--- src/rtl/coin_pkg.sv ---
// Coin encodings, coin values and dispenser states, shared by the change
// dispenser and the coin acceptor so both sides agree on the coin-type code.
package coin_pkg;

  typedef enum logic [1:0] {
    COIN_NONE = 2'b00,
    COIN_1    = 2'b01,
    COIN_3    = 2'b10,
    COIN_10   = 2'b11
  } coin_e;

  localparam logic [3:0] VAL_1  = 4'd1;
  localparam logic [3:0] VAL_3  = 4'd3;
  localparam logic [3:0] VAL_10 = 4'd10;

  typedef enum logic [1:0] {
    ST_IDLE   = 2'd0,
    ST_SELECT = 2'd1,
    ST_OFFER  = 2'd2,
    ST_DONE   = 2'd3
  } disp_state_e;

  // Face value of a coin code; COIN_NONE is worth nothing.
  function automatic logic [3:0] coin_val(input coin_e c);
    case (c)
      COIN_1:  return VAL_1;
      COIN_3:  return VAL_3;
      COIN_10: return VAL_10;
      default: return 4'd0;
    endcase
  endfunction

endpackage

--- src/rtl/change_dispenser_if.sv ---
// Coin hopper handshake: one coin offered at a time, taken on valid & ready.
interface change_dispenser_if;
  import coin_pkg::*;

  logic  coin_valid;
  coin_e coin_type;
  logic  coin_ready;

  modport master (output coin_valid, output coin_type, input coin_ready);
  modport slave  (input coin_valid, input coin_type, output coin_ready);
endinterface

--- src/rtl/coin_select.sv ---
// Greedy coin chooser: largest coin that fits in the remaining amount and
// is still in stock. found is low when nothing fits (including remaining==0).
module coin_select
  import coin_pkg::*;
#(
  parameter int STOCK_W = 4
) (
  input  logic [3:0]         remaining,
  input  logic [STOCK_W-1:0] stock_1,
  input  logic [STOCK_W-1:0] stock_3,
  input  logic [STOCK_W-1:0] stock_10,
  output coin_e              coin_type,
  output logic [3:0]         coin_value,
  output logic               found
);

  // Priority pick from the largest denomination down.
  always_comb begin
    coin_type = COIN_NONE;
    if (remaining >= VAL_10 && stock_10 != '0) begin
      coin_type = COIN_10;
    end else if (remaining >= VAL_3 && stock_3 != '0) begin
      coin_type = COIN_3;
    end else if (remaining >= VAL_1 && stock_1 != '0) begin
      coin_type = COIN_1;
    end
    found      = (coin_type != COIN_NONE);
    coin_value = coin_val(coin_type);
  end

endmodule

--- src/rtl/change_dispenser.sv ---
// Refund path: pays a credit amount back as coins through the hopper,
// greedily, tracking per-denomination stock and reporting any shortfall.
// Outputs are registered; coin_valid and done follow the state by one cycle.
module change_dispenser
  import coin_pkg::*;
#(
  parameter int STOCK_W       = 4,
  parameter int STOCK_INIT_1  = 8,
  parameter int STOCK_INIT_3  = 4,
  parameter int STOCK_INIT_10 = 2
) (
  input  logic                clk,
  input  logic                clr_n,
  input  logic                refund_req,
  input  logic [3:0]          refund_amt,
  output logic                refund_ack,
  input  logic                restock,
  change_dispenser_if.master  hop,
  output logic                busy,
  output logic                done,
  output logic [3:0]          shortfall,
  output logic [STOCK_W-1:0]  stock_1,
  output logic [STOCK_W-1:0]  stock_3,
  output logic [STOCK_W-1:0]  stock_10
);

  localparam logic [STOCK_W-1:0] INIT_1  = STOCK_W'(STOCK_INIT_1);
  localparam logic [STOCK_W-1:0] INIT_3  = STOCK_W'(STOCK_INIT_3);
  localparam logic [STOCK_W-1:0] INIT_10 = STOCK_W'(STOCK_INIT_10);
  localparam logic [STOCK_W-1:0] ONE     = STOCK_W'(1);

  disp_state_e        state_q, state_d;
  logic [3:0]         remaining_q, remaining_d;
  logic               coin_valid_q, coin_valid_d;
  coin_e              coin_type_q, coin_type_d;
  logic               refund_ack_q, refund_ack_d;
  logic               done_q, done_d;
  logic               busy_q, busy_d;
  logic [3:0]         shortfall_q, shortfall_d;
  logic [STOCK_W-1:0] s1_q, s1_d, s3_q, s3_d, s10_q, s10_d;

  coin_e      sel_type;
  logic [3:0] sel_value;
  logic       sel_found;
  logic       handshake;

  coin_select #(.STOCK_W(STOCK_W)) u_sel (
    .remaining  (remaining_q),
    .stock_1    (s1_q),
    .stock_3    (s3_q),
    .stock_10   (s10_q),
    .coin_type  (sel_type),
    .coin_value (sel_value),
    .found      (sel_found)
  );

  assign handshake = coin_valid_q && hop.coin_ready;

  // State and datapath registers; reset drops any in-flight coin untouched.
  always_ff @(posedge clk or negedge clr_n) begin
    if (!clr_n) begin
      state_q      <= ST_IDLE;
      remaining_q  <= '0;
      coin_valid_q <= 1'b0;
      coin_type_q  <= COIN_NONE;
      refund_ack_q <= 1'b0;
      done_q       <= 1'b0;
      busy_q       <= 1'b0;
      shortfall_q  <= '0;
      s1_q         <= INIT_1;
      s3_q         <= INIT_3;
      s10_q        <= INIT_10;
    end else begin
      state_q      <= state_d;
      remaining_q  <= remaining_d;
      coin_valid_q <= coin_valid_d;
      coin_type_q  <= coin_type_d;
      refund_ack_q <= refund_ack_d;
      done_q       <= done_d;
      busy_q       <= busy_d;
      shortfall_q  <= shortfall_d;
      s1_q         <= s1_d;
      s3_q         <= s3_d;
      s10_q        <= s10_d;
    end
  end

  // Next-state: a coin offer returns to SELECT once the hopper takes it.
  always_comb begin
    state_d = state_q;
    case (state_q)
      ST_IDLE:   if (refund_req) state_d = ST_SELECT;
      ST_SELECT: state_d = sel_found ? ST_OFFER : ST_DONE;
      ST_OFFER:  if (handshake) state_d = ST_SELECT;
      ST_DONE:   state_d = ST_IDLE;
      default:   state_d = ST_IDLE;
    endcase
  end

  // Output and datapath updates for the registered outputs.
  always_comb begin
    remaining_d  = remaining_q;
    coin_valid_d = 1'b0;
    coin_type_d  = coin_type_q;
    refund_ack_d = 1'b0;
    done_d       = (state_q == ST_DONE);
    busy_d       = (state_d != ST_IDLE);
    shortfall_d  = shortfall_q;
    s1_d         = s1_q;
    s3_d         = s3_q;
    s10_d        = s10_q;
    case (state_q)
      ST_IDLE: begin
        if (restock) begin
          s1_d  = INIT_1;
          s3_d  = INIT_3;
          s10_d = INIT_10;
        end
        if (refund_req) begin
          remaining_d  = refund_amt;
          shortfall_d  = '0;
          refund_ack_d = 1'b1;
        end
      end
      ST_SELECT: begin
        if (sel_found) coin_type_d = sel_type;
        else           shortfall_d = remaining_q;
      end
      ST_OFFER: begin
        // remaining and stock are frozen during OFFER, so the selector
        // still presents the value of the coin being offered.
        if (handshake) begin
          remaining_d = remaining_q - sel_value;
          coin_type_d = COIN_NONE;
          case (coin_type_q)
            COIN_1:  s1_d  = s1_q - ONE;
            COIN_3:  s3_d  = s3_q - ONE;
            COIN_10: s10_d = s10_q - ONE;
            default: ;
          endcase
        end else begin
          coin_valid_d = 1'b1;
        end
      end
      default: ;
    endcase
  end

  assign hop.coin_valid = coin_valid_q;
  assign hop.coin_type  = coin_type_q;
  assign refund_ack     = refund_ack_q;
  assign done           = done_q;
  assign busy           = busy_q;
  assign shortfall      = shortfall_q;
  assign stock_1        = s1_q;
  assign stock_3        = s3_q;
  assign stock_10       = s10_q;

endmodule

--- src/flat_wrapper.sv ---
// flat-port wrapper written by rule: the top's interface ports become plain ports
module change_dispenser_flat import coin_pkg::*;
#(
  parameter int STOCK_W       = 4,
  parameter int STOCK_INIT_1  = 8,
  parameter int STOCK_INIT_3  = 4,
  parameter int STOCK_INIT_10 = 2
)
  (clk, clr_n, refund_req, refund_amt, refund_ack, restock, busy, done, shortfall, stock_1, stock_3, stock_10, hop_coin_valid, hop_coin_type, hop_coin_ready);
  change_dispenser_if hop_i ();
  input  logic clk;
  input  logic clr_n;
  input  logic refund_req;
  input  logic [3:0] refund_amt;
  output logic refund_ack;
  input  logic restock;
  output logic busy;
  output logic done;
  output logic [3:0] shortfall;
  output logic [STOCK_W-1:0] stock_1;
  output logic [STOCK_W-1:0] stock_3;
  output logic [STOCK_W-1:0] stock_10;
  output wire logic [$bits(hop_i.coin_valid)-1:0] hop_coin_valid;
  output wire logic [$bits(hop_i.coin_type)-1:0] hop_coin_type;
  input wire logic [$bits(hop_i.coin_ready)-1:0] hop_coin_ready;
  assign hop_coin_valid = hop_i.coin_valid;
  assign hop_coin_type = hop_i.coin_type;
  assign hop_i.coin_ready = hop_coin_ready;
  change_dispenser #(.STOCK_W(STOCK_W), .STOCK_INIT_1(STOCK_INIT_1), .STOCK_INIT_3(STOCK_INIT_3), .STOCK_INIT_10(STOCK_INIT_10)) u_core (.clk(clk), .clr_n(clr_n), .refund_req(refund_req), .refund_amt(refund_amt), .refund_ack(refund_ack), .restock(restock), .hop(hop_i), .busy(busy), .done(done), .shortfall(shortfall), .stock_1(stock_1), .stock_3(stock_3), .stock_10(stock_10));
endmodule
--- config.mk ---
export PLATFORM = sky130hd
export DESIGN_NAME = change_dispenser_flat
export DESIGN_NICKNAME = d
export VERILOG_FILES = /design/src/rtl/coin_pkg.sv /design/src/rtl/change_dispenser_if.sv /design/src/rtl/coin_select.sv /design/src/rtl/change_dispenser.sv /design/src/flat_wrapper.sv
export SDC_FILE = /design/constraint.sdc
export NUM_CORES = 1
export LEC_CHECK = 0
export ABC_AREA = 1
export BUFFER_PORTS_ARGS = -buffer_cell sky130_fd_sc_hd__clkbuf_2
export CAP_MARGIN = 10
export CORE_MARGIN = 2
export CORE_UTILIZATION = 29
export CTS_CLUSTER_DIAMETER = 100
export DETAILED_ROUTE_END_ITERATION = 16
export GPL_ROUTABILITY_DRIVEN = 0
export PLACE_DENSITY = 0.58
export SYNTH_ARGS = -nofsm -noshare
export SYNTH_HDL_FRONTEND = slang
export SYNTH_SLANG_ARGS = --single-unit
export TNS_END_PERCENT = 5
--- constraint.sdc ---
create_clock -name clk -period 3.2 [get_ports clk]
set_clock_uncertainty 0.15 [all_clocks]
set_input_delay 0.16 -clock clk [delete_from_list [all_inputs] [get_ports clk]]
set_output_delay 0.16 -clock clk [all_outputs]
set_load 0.01 [all_outputs]
==> results of run 1 <==
-- cell families after synthesis --
kind of cell	share of synthesized area (%)
buf+inv	8.55
fa+ha+maj	7.75
xor+xnor	1.13
compound gates	9.93
simple gates	27.2
flops	45.4
-- cells in the mapped netlist --
cell type  number  area share (%)
nand2_4         2             1.5
nand2_1        38             9.2
nor2_4          1            0.73
nand3_1        26             8.4
inv_1          29             7.0
o31ai_1         4             1.9
nand4_1         2            0.81
buf_2           1            0.32
a22oi_1         2            0.97
o21ai_1         3            0.97
nor2_2          2            0.81
a21oi_1         4             1.3
ha_1            8             6.5
dfstp_2         3             5.1
nor2_1         12             2.9
nor2_8          1             1.3
inv_2           5             1.2
a22o_1          1            0.57
o21ai_0        10             3.2
nand2_2         4             1.6
o211ai_1        2            0.97
fa_1            1             1.3
dfrtp_1        25              40
xnor2_1         2             1.1
-- flip-flops by register name (all words and copies together), names as in the netlist --
| signal | flops |
|---|---|
| u_core.busy | 1 |
| u_core.done | 1 |
| u_core.hop.coin_type | 2 |
| u_core.hop.coin_valid | 1 |
| u_core.refund_ack | 1 |
| u_core.remaining_q | 4 |
| u_core.shortfall | 4 |
| u_core.state_q | 2 |
| u_core.stock_1 | 4 |
| u_core.stock_10 | 4 |
| u_core.stock_3 | 4 |
-- cell type report --
type                       instances  area, sq um  area share, %
multi-input combinational        125          713           37.8
sequential                        28          704           37.4
timing repair buffer              33          180           9.56
inverter                          34          128           6.77
tap                               70         87.6           4.65
clock buffer                       3         41.3           2.19
clock inverter                     1         30.0           1.59
-- layer usage --
metal	track usage [%]	vias to the layer above	share of wire, %
met4	2.68	0	1.1
met1	17.1	578	53
met2	16.8	29	41
met5	0	-	0
met3	3.06	4	4.5
li1	-	679	-
-- worst max-delay path, cell delays in order, from the launching register on --
cell and delay, ns:
dfstp_2 0.54, inv_1 0.08, ha_1 0.19, nand3_1 0.08, nand2_1 0.10, nand2_1 0.17
inv_1 0.06, ha_1 0.27, ha_1 0.23, fa_1 0.51, nand2_1 0.05, o211ai_1 0.09
o21ai_0 0.10
-- power groups by stage --
stage / Combinational (W) / Sequential (W) / Clock (W)
after floorplan: 0.000704 / 0.000685 / 0
after global placement: 0.00102 / 0.000650 / 0
after detailed placement: 0.00103 / 0.000655 / 0
after CTS: 0.00104 / 0.000648 / 0.000294
after global routing: 0.00118 / 0.000675 / 0.000305
final: 0.00101 / 0.000647 / 0.000284
-- metrics by stage --
step                      area (sq um)  power [W]  util [%]
after floorplan                   1550    0.00139         -
after global placement            1780    0.00167      34.7
after detailed placement          1780    0.00168      34.7
after CTS                         1880    0.00198      36.7
after global routing              1880    0.00216      36.7
final                             1880    0.00194      36.7
-- worst max-delay path by stage --
stage                                              start                                end  cells past startpoint
after floorplan           u_core.stock_10[1]$_DFFE_PN1P_  u_core.remaining_q[1]$_DFFE_PN0P_                     12
after global placement    u_core.stock_10[1]$_DFFE_PN1P_  u_core.remaining_q[1]$_DFFE_PN0P_                     12
after detailed placement  u_core.stock_10[1]$_DFFE_PN1P_  u_core.remaining_q[1]$_DFFE_PN0P_                     12
after CTS                 u_core.stock_10[1]$_DFFE_PN1P_  u_core.remaining_q[1]$_DFFE_PN0P_                     12
after global routing      u_core.stock_10[1]$_DFFE_PN1P_  u_core.remaining_q[1]$_DFFE_PN0P_                     12
final                     u_core.stock_10[1]$_DFFE_PN1P_  u_core.remaining_q[1]$_DFFE_PN0P_                     12
==> results.json, run 1 <==
{
  "hold_violations": 0,
  "peakVddDrop_uv": 433,
  "internal_power_w": 0.00106,
  "num-fill-cells": 559,
  "antenna_left": 0,
  "vias_per_cell": 4.39,
  "mostFrequentLayoutCell": "nand2_1",
  "p_seq_share_pct": 33.3,
  "setup-tns-final_ns": 0,
  "wl_per_cell_um": 11.2,
  "dp.cells": 287,
  "h-tree-depth": 1,
  "vias": 1290,
  "synthDistinctLibCells": 24,
  "core_area_sq_um": 5140,
  "drc": 0,
  "netlist_area_sq_um": 1550,
  "cts.clk_slew.worst_paths_ns": 0.10,
  "cts-resized-gates": 0,
  "r2r_end": "u_core.remaining_q[1]$_DFFE_PN0P_",
  "synth_fp_nets": 206,
  "final_cells": 294,
  "avgSynthCellArea_sq_um": 8.25,
  "grt_setup_unrepaired": "no",
  "dr.pass1.iters": 4,
  "post-place-ws_ns": 0.473,
  "fin_ws_ns": 0.476,
  "grt_first_pass_wirelength_um": 5530,
  "cts-root-buf": "clkbuf_8",
  "start_util_pct": 30.2,
  "whs_path_depth": 3,
  "antenna_found_initial": 0,
  "end_kind": "register",
  "die_area_sq_um": 5950,
  "min_to": "u_core.remaining_q[0]$_DFFE_PN0P_",
  "post_cts_buffers": 0,
  "io_buffers": 30,
  "io_pins": 31,
  "maxSlewHeadroom_pct": 53.1,
  "critPathRequiredTime_ns": 3.22,
  "drive_above_1_share_pct": 23.2,
  "hold_ws_ns": 0.0263,
  "drv_slew": 0,
  "post-dp-hpwl_um": 2420,
  "syn-instance-count": 188,
  "timing.rr.start": "u_core.stock_10[1]$_DFFE_PN1P_",
  "cts_tree": "built",
  "seq_area_frac_synth_pct": 45.4,
  "grt_pass1_vias": 1151,
  "drtIter0Drc": 46,
  "final-setup-viol-count": 0,
  "start_kind": "register",
  "powerDensity_nw_per_um2": 1030,
  "syn_to_final_growth_pct": 21.5,
  "switchingPower_w": 0.000882,
  "wl_um": 3300,
  "min_period_ns": 2.72,
  "diodes": 0,
  "grt_overflow": 0,
  "static-leakage-power_nw": 1.02,
  "cp_max_fo": 5,
  "r2r_cells": 12,
  "fin_crit_sh_pct": 85.1,
  "cts_buffers": 3,
  "r2r_slack_ns": 0.48,
  "cts_buffer_depth": 2,
  "fmax_mhz": 367,
  "worstSetupPathType": "register to register",
  "crit_arrival_ns": 2.74,
  "final_cell_mix": "nand2_1, clkbuf_2, inv_1",
  "hold_path_class": "primary input to register",
  "fp-row-count": 26,
  "dieWidth_um": 77.1,
  "ys_warn_count": 0,
  "status": "finished, final reports clean",
  "die_h_um": 77.1,
  "tightest_slew_ns": 0.704,
  "p_comb_share_pct": 52.1,
  "numClockSinks": 28,
  "grt_start_max_net_pins": 29,
  "cts_hold_buf": 3,
  "min_from": "refund_amt[0]",
  "clkPwrFrac_pct": 14.6,
  "cap_violations": 0,
  "synth_seq_cells": 28,
  "grt_usage_pct": 11.6,
  "clkLatencyLatePin_ns": 0.28,
  "switching_share_pct": 45.4,
  "finalNetCount": 243
}
Note: power is estimated with default switching activity, not from simulation.
==> run 2: changes to the inputs <==
--- a/config.mk
+++ b/config.mk
@@ -8,12 +8,14 @@
 export ABC_AREA = 1
 export BUFFER_PORTS_ARGS = -buffer_cell sky130_fd_sc_hd__clkbuf_2
 export CAP_MARGIN = 10
+export CELL_PAD_IN_SITES_DETAIL_PLACEMENT = 1
+export CELL_PAD_IN_SITES_GLOBAL_PLACEMENT = 1
 export CORE_MARGIN = 2
 export CORE_UTILIZATION = 29
 export CTS_CLUSTER_DIAMETER = 100
 export DETAILED_ROUTE_END_ITERATION = 16
 export GPL_ROUTABILITY_DRIVEN = 0
-export PLACE_DENSITY = 0.58
+export PLACE_DENSITY = 0.71
 export SYNTH_ARGS = -nofsm -noshare
 export SYNTH_HDL_FRONTEND = slang
 export SYNTH_SLANG_ARGS = --single-unit
==> run 2 against run 1 <==
  * Final area fell by 0.86%
  * Combinational power hardly changed
  * Via count rose by 3.3%
  * Die area did not move
==> results.json, run 2 (synthesis gave the netlist of run 1 again) <==
{
  "status": "finished, final reports clean",
  "wl_per_cell_um": 12.6,
  "grt_overflow": 0,
  "cts_tree": "built",
  "start_util_pct": 30.2,
  "wl_um": 3690,
  "syn_to_final_growth_pct": 20.5,
  "crit_arrival_ns": 2.78,
  "switchingPower_w": 0.000910,
  "cap_violations": 0,
  "vias": 1332,
  "vias_per_cell": 4.53,
  "tightest_slew_ns": 0.727,
  "final-setup-viol-count": 0,
  "h-tree-depth": 1,
  "cts-root-buf": "clkbuf_8",
  "fin_crit_sh_pct": 86.8,
  "r2r_slack_ns": 0.42,
  "powerDensity_nw_per_um2": 1030,
  "r2r_end": "u_core.remaining_q[1]$_DFFE_PN0P_",
  "fp-row-count": 26,
  "seq_area_sq_um": 704,
  "cp_max_fo": 5,
  "maxSlewHeadroom_pct": 51.5,
  "post-place-ws_ns": 0.414,
  "endpoint": "u_core.remaining_q[1]$_DFFE_PN0P_",
  "finalNetCount": 243,
  "hold_violations": 0,
  "end_kind": "register",
  "cts_buffer_depth": 2,
  "numClockSinks": 28,
  "die_area_sq_um": 5950,
  "diodes": 0,
  "fin_ws_ns": 0.422,
  "dieWidth_um": 77.1,
  "fin_util_pct": 36.3,
  "die_h_um": 77.1,
  "clkLatencyLatePin_ns": 0.27,
  "grt_usage_pct": 13.2,
  "grt_setup_unrepaired": "no",
  "final_cell_mix": "nand2_1, clkbuf_2, inv_1",
  "internal_power_w": 0.00101,
  "mostFrequentLayoutCell": "nand2_1",
  "setup-tns-final_ns": 0,
  "clkPwrFrac_pct": 11.7,
  "r2r_cells": 12,
  "grt_pass1_vias": 1383,
  "critPathLaunch": "u_core.stock_10[1]$_DFFE_PN1P_",
  "p_seq_share_pct": 33.8,
  "num-fill-cells": 672,
  "timing.rr.start": "u_core.stock_10[1]$_DFFE_PN1P_",
  "cts.clk_slew.worst_paths_ns": 0.09,
  "grt_first_pass_wirelength_um": 6400,
  "start_kind": "register",
  "drtIter0Drc": 52,
  "dr.pass1.iters": 4,
  "io_buffers": 30,
  "p_comb_share_pct": 54.5,
  "critPathRequiredTime_ns": 3.20,
  "cts_buffers": 3,
  "drv_slew": 0,
  "hold_path_class": "primary input to register",
  "fmax_mhz": 360,
  "io_pins": 31,
  "static-leakage-power_nw": 1.02,
  "antenna_found_initial": 0,
  "drc": 0,
  "grt_start_max_net_pins": 29,
  "drive_above_1_share_pct": 23.2,
  "min_period_ns": 2.78,
  "multiInputGateArea_sq_um": 713,
  "post-dp-hpwl_um": 2810,
  "switching_share_pct": 47.5,
  "antenna_left": 0,
  "peakVddDrop_uv": 266,
  "core_area_sq_um": 5140,
  "worstSetupPathType": "register to register"
}
## run 2: cell types whose count changed in the layout (fill, tap and decap cells not counted)
cell / delta
bufinv_16: -1
clkbuf_8: +1
## run 2: area by class of cell
cell class	count	share of cell area (%)
sequential	28	37.7
clock buffer	4	2.95
tap	70	4.69
inverter	34	6.83
timing repair buffer	33	9.65
multi-input combinational	125	38.2
## run 2: metrics by stage
step | power, W | cell area (sq um) | std cells | hold WS (ns)
after floorplan | 0.00139 | 1550 | 188 | -0.286
after global placement | 0.00169 | 1780 | 287 | 0.103
after detailed placement | 0.00171 | 1780 | 287 | 0.103
after CTS | 0.00195 | 1870 | 294 | 0.0403
after global routing | 0.00214 | 1870 | 294 | 0.0812
final | 0.00192 | 1870 | 294 | 0.0344
## run 2: metal layers
metal	share of wire [%]	up-vias	GRT usage (%)	routed length (um)
met5	0	-	0	0
met4	0.98	0	4.29	36
met3	1.7	2	1.18	63
met2	48	13	23.0	1780
met1	49	641	17.3	1810
li1	-	676	-	-
## run 2: what timing repair did
action                                  CTS  global route
buffers inserted                          0             0
gates resized for setup                   0             0
hold buffers                              3             0
endpoints found under the setup margin    0             0
endpoints found under the hold margin    27             0
## run 2: how the worst min path moves through the flow
stage | from | to | slack, ns | cells after the start
floorplan | clr_n | u_core.busy$_DFF_PN0_ | -0.29 | 0
global placement | clr_n | u_core.stock_1[0]$_DFFE_PN0P_ | 0.10 | 1
detailed placement | clr_n | u_core.stock_1[0]$_DFFE_PN0P_ | 0.10 | 1
CTS | refund_amt[1] | u_core.remaining_q[1]$_DFFE_PN0P_ | 0.04 | 3
global route | refund_amt[1] | u_core.remaining_q[1]$_DFFE_PN0P_ | 0.08 | 3
finish | refund_amt[1] | u_core.remaining_q[1]$_DFFE_PN0P_ | 0.03 | 3
## run 2: power groups by stage
| stage | clock network [W] | logic [W] | registers [W] |
|---|---|---|---|
| after floorplan | 0 | 0.000704 | 0.000685 |
| after global placement | 0 | 0.00103 | 0.000652 |
| final | 0.000224 | 0.00104 | 0.000647 |
| after detailed placement | 0 | 0.00106 | 0.000657 |
| after CTS | 0.000231 | 0.00107 | 0.000650 |
| after global routing | 0.000241 | 0.00123 | 0.000672 |
## run 2: worst max-delay path, cell delays in order, from the launching register on
cell,delay [ns]
dfstp_2,0.54
inv_1,0.08
ha_1,0.19
nand3_1,0.07
nand2_1,0.10
nand2_1,0.16
inv_1,0.07
ha_1,0.28
ha_1,0.23
fa_1,0.51
nand2_1,0.06
o211ai_1,0.10
o21ai_0,0.12
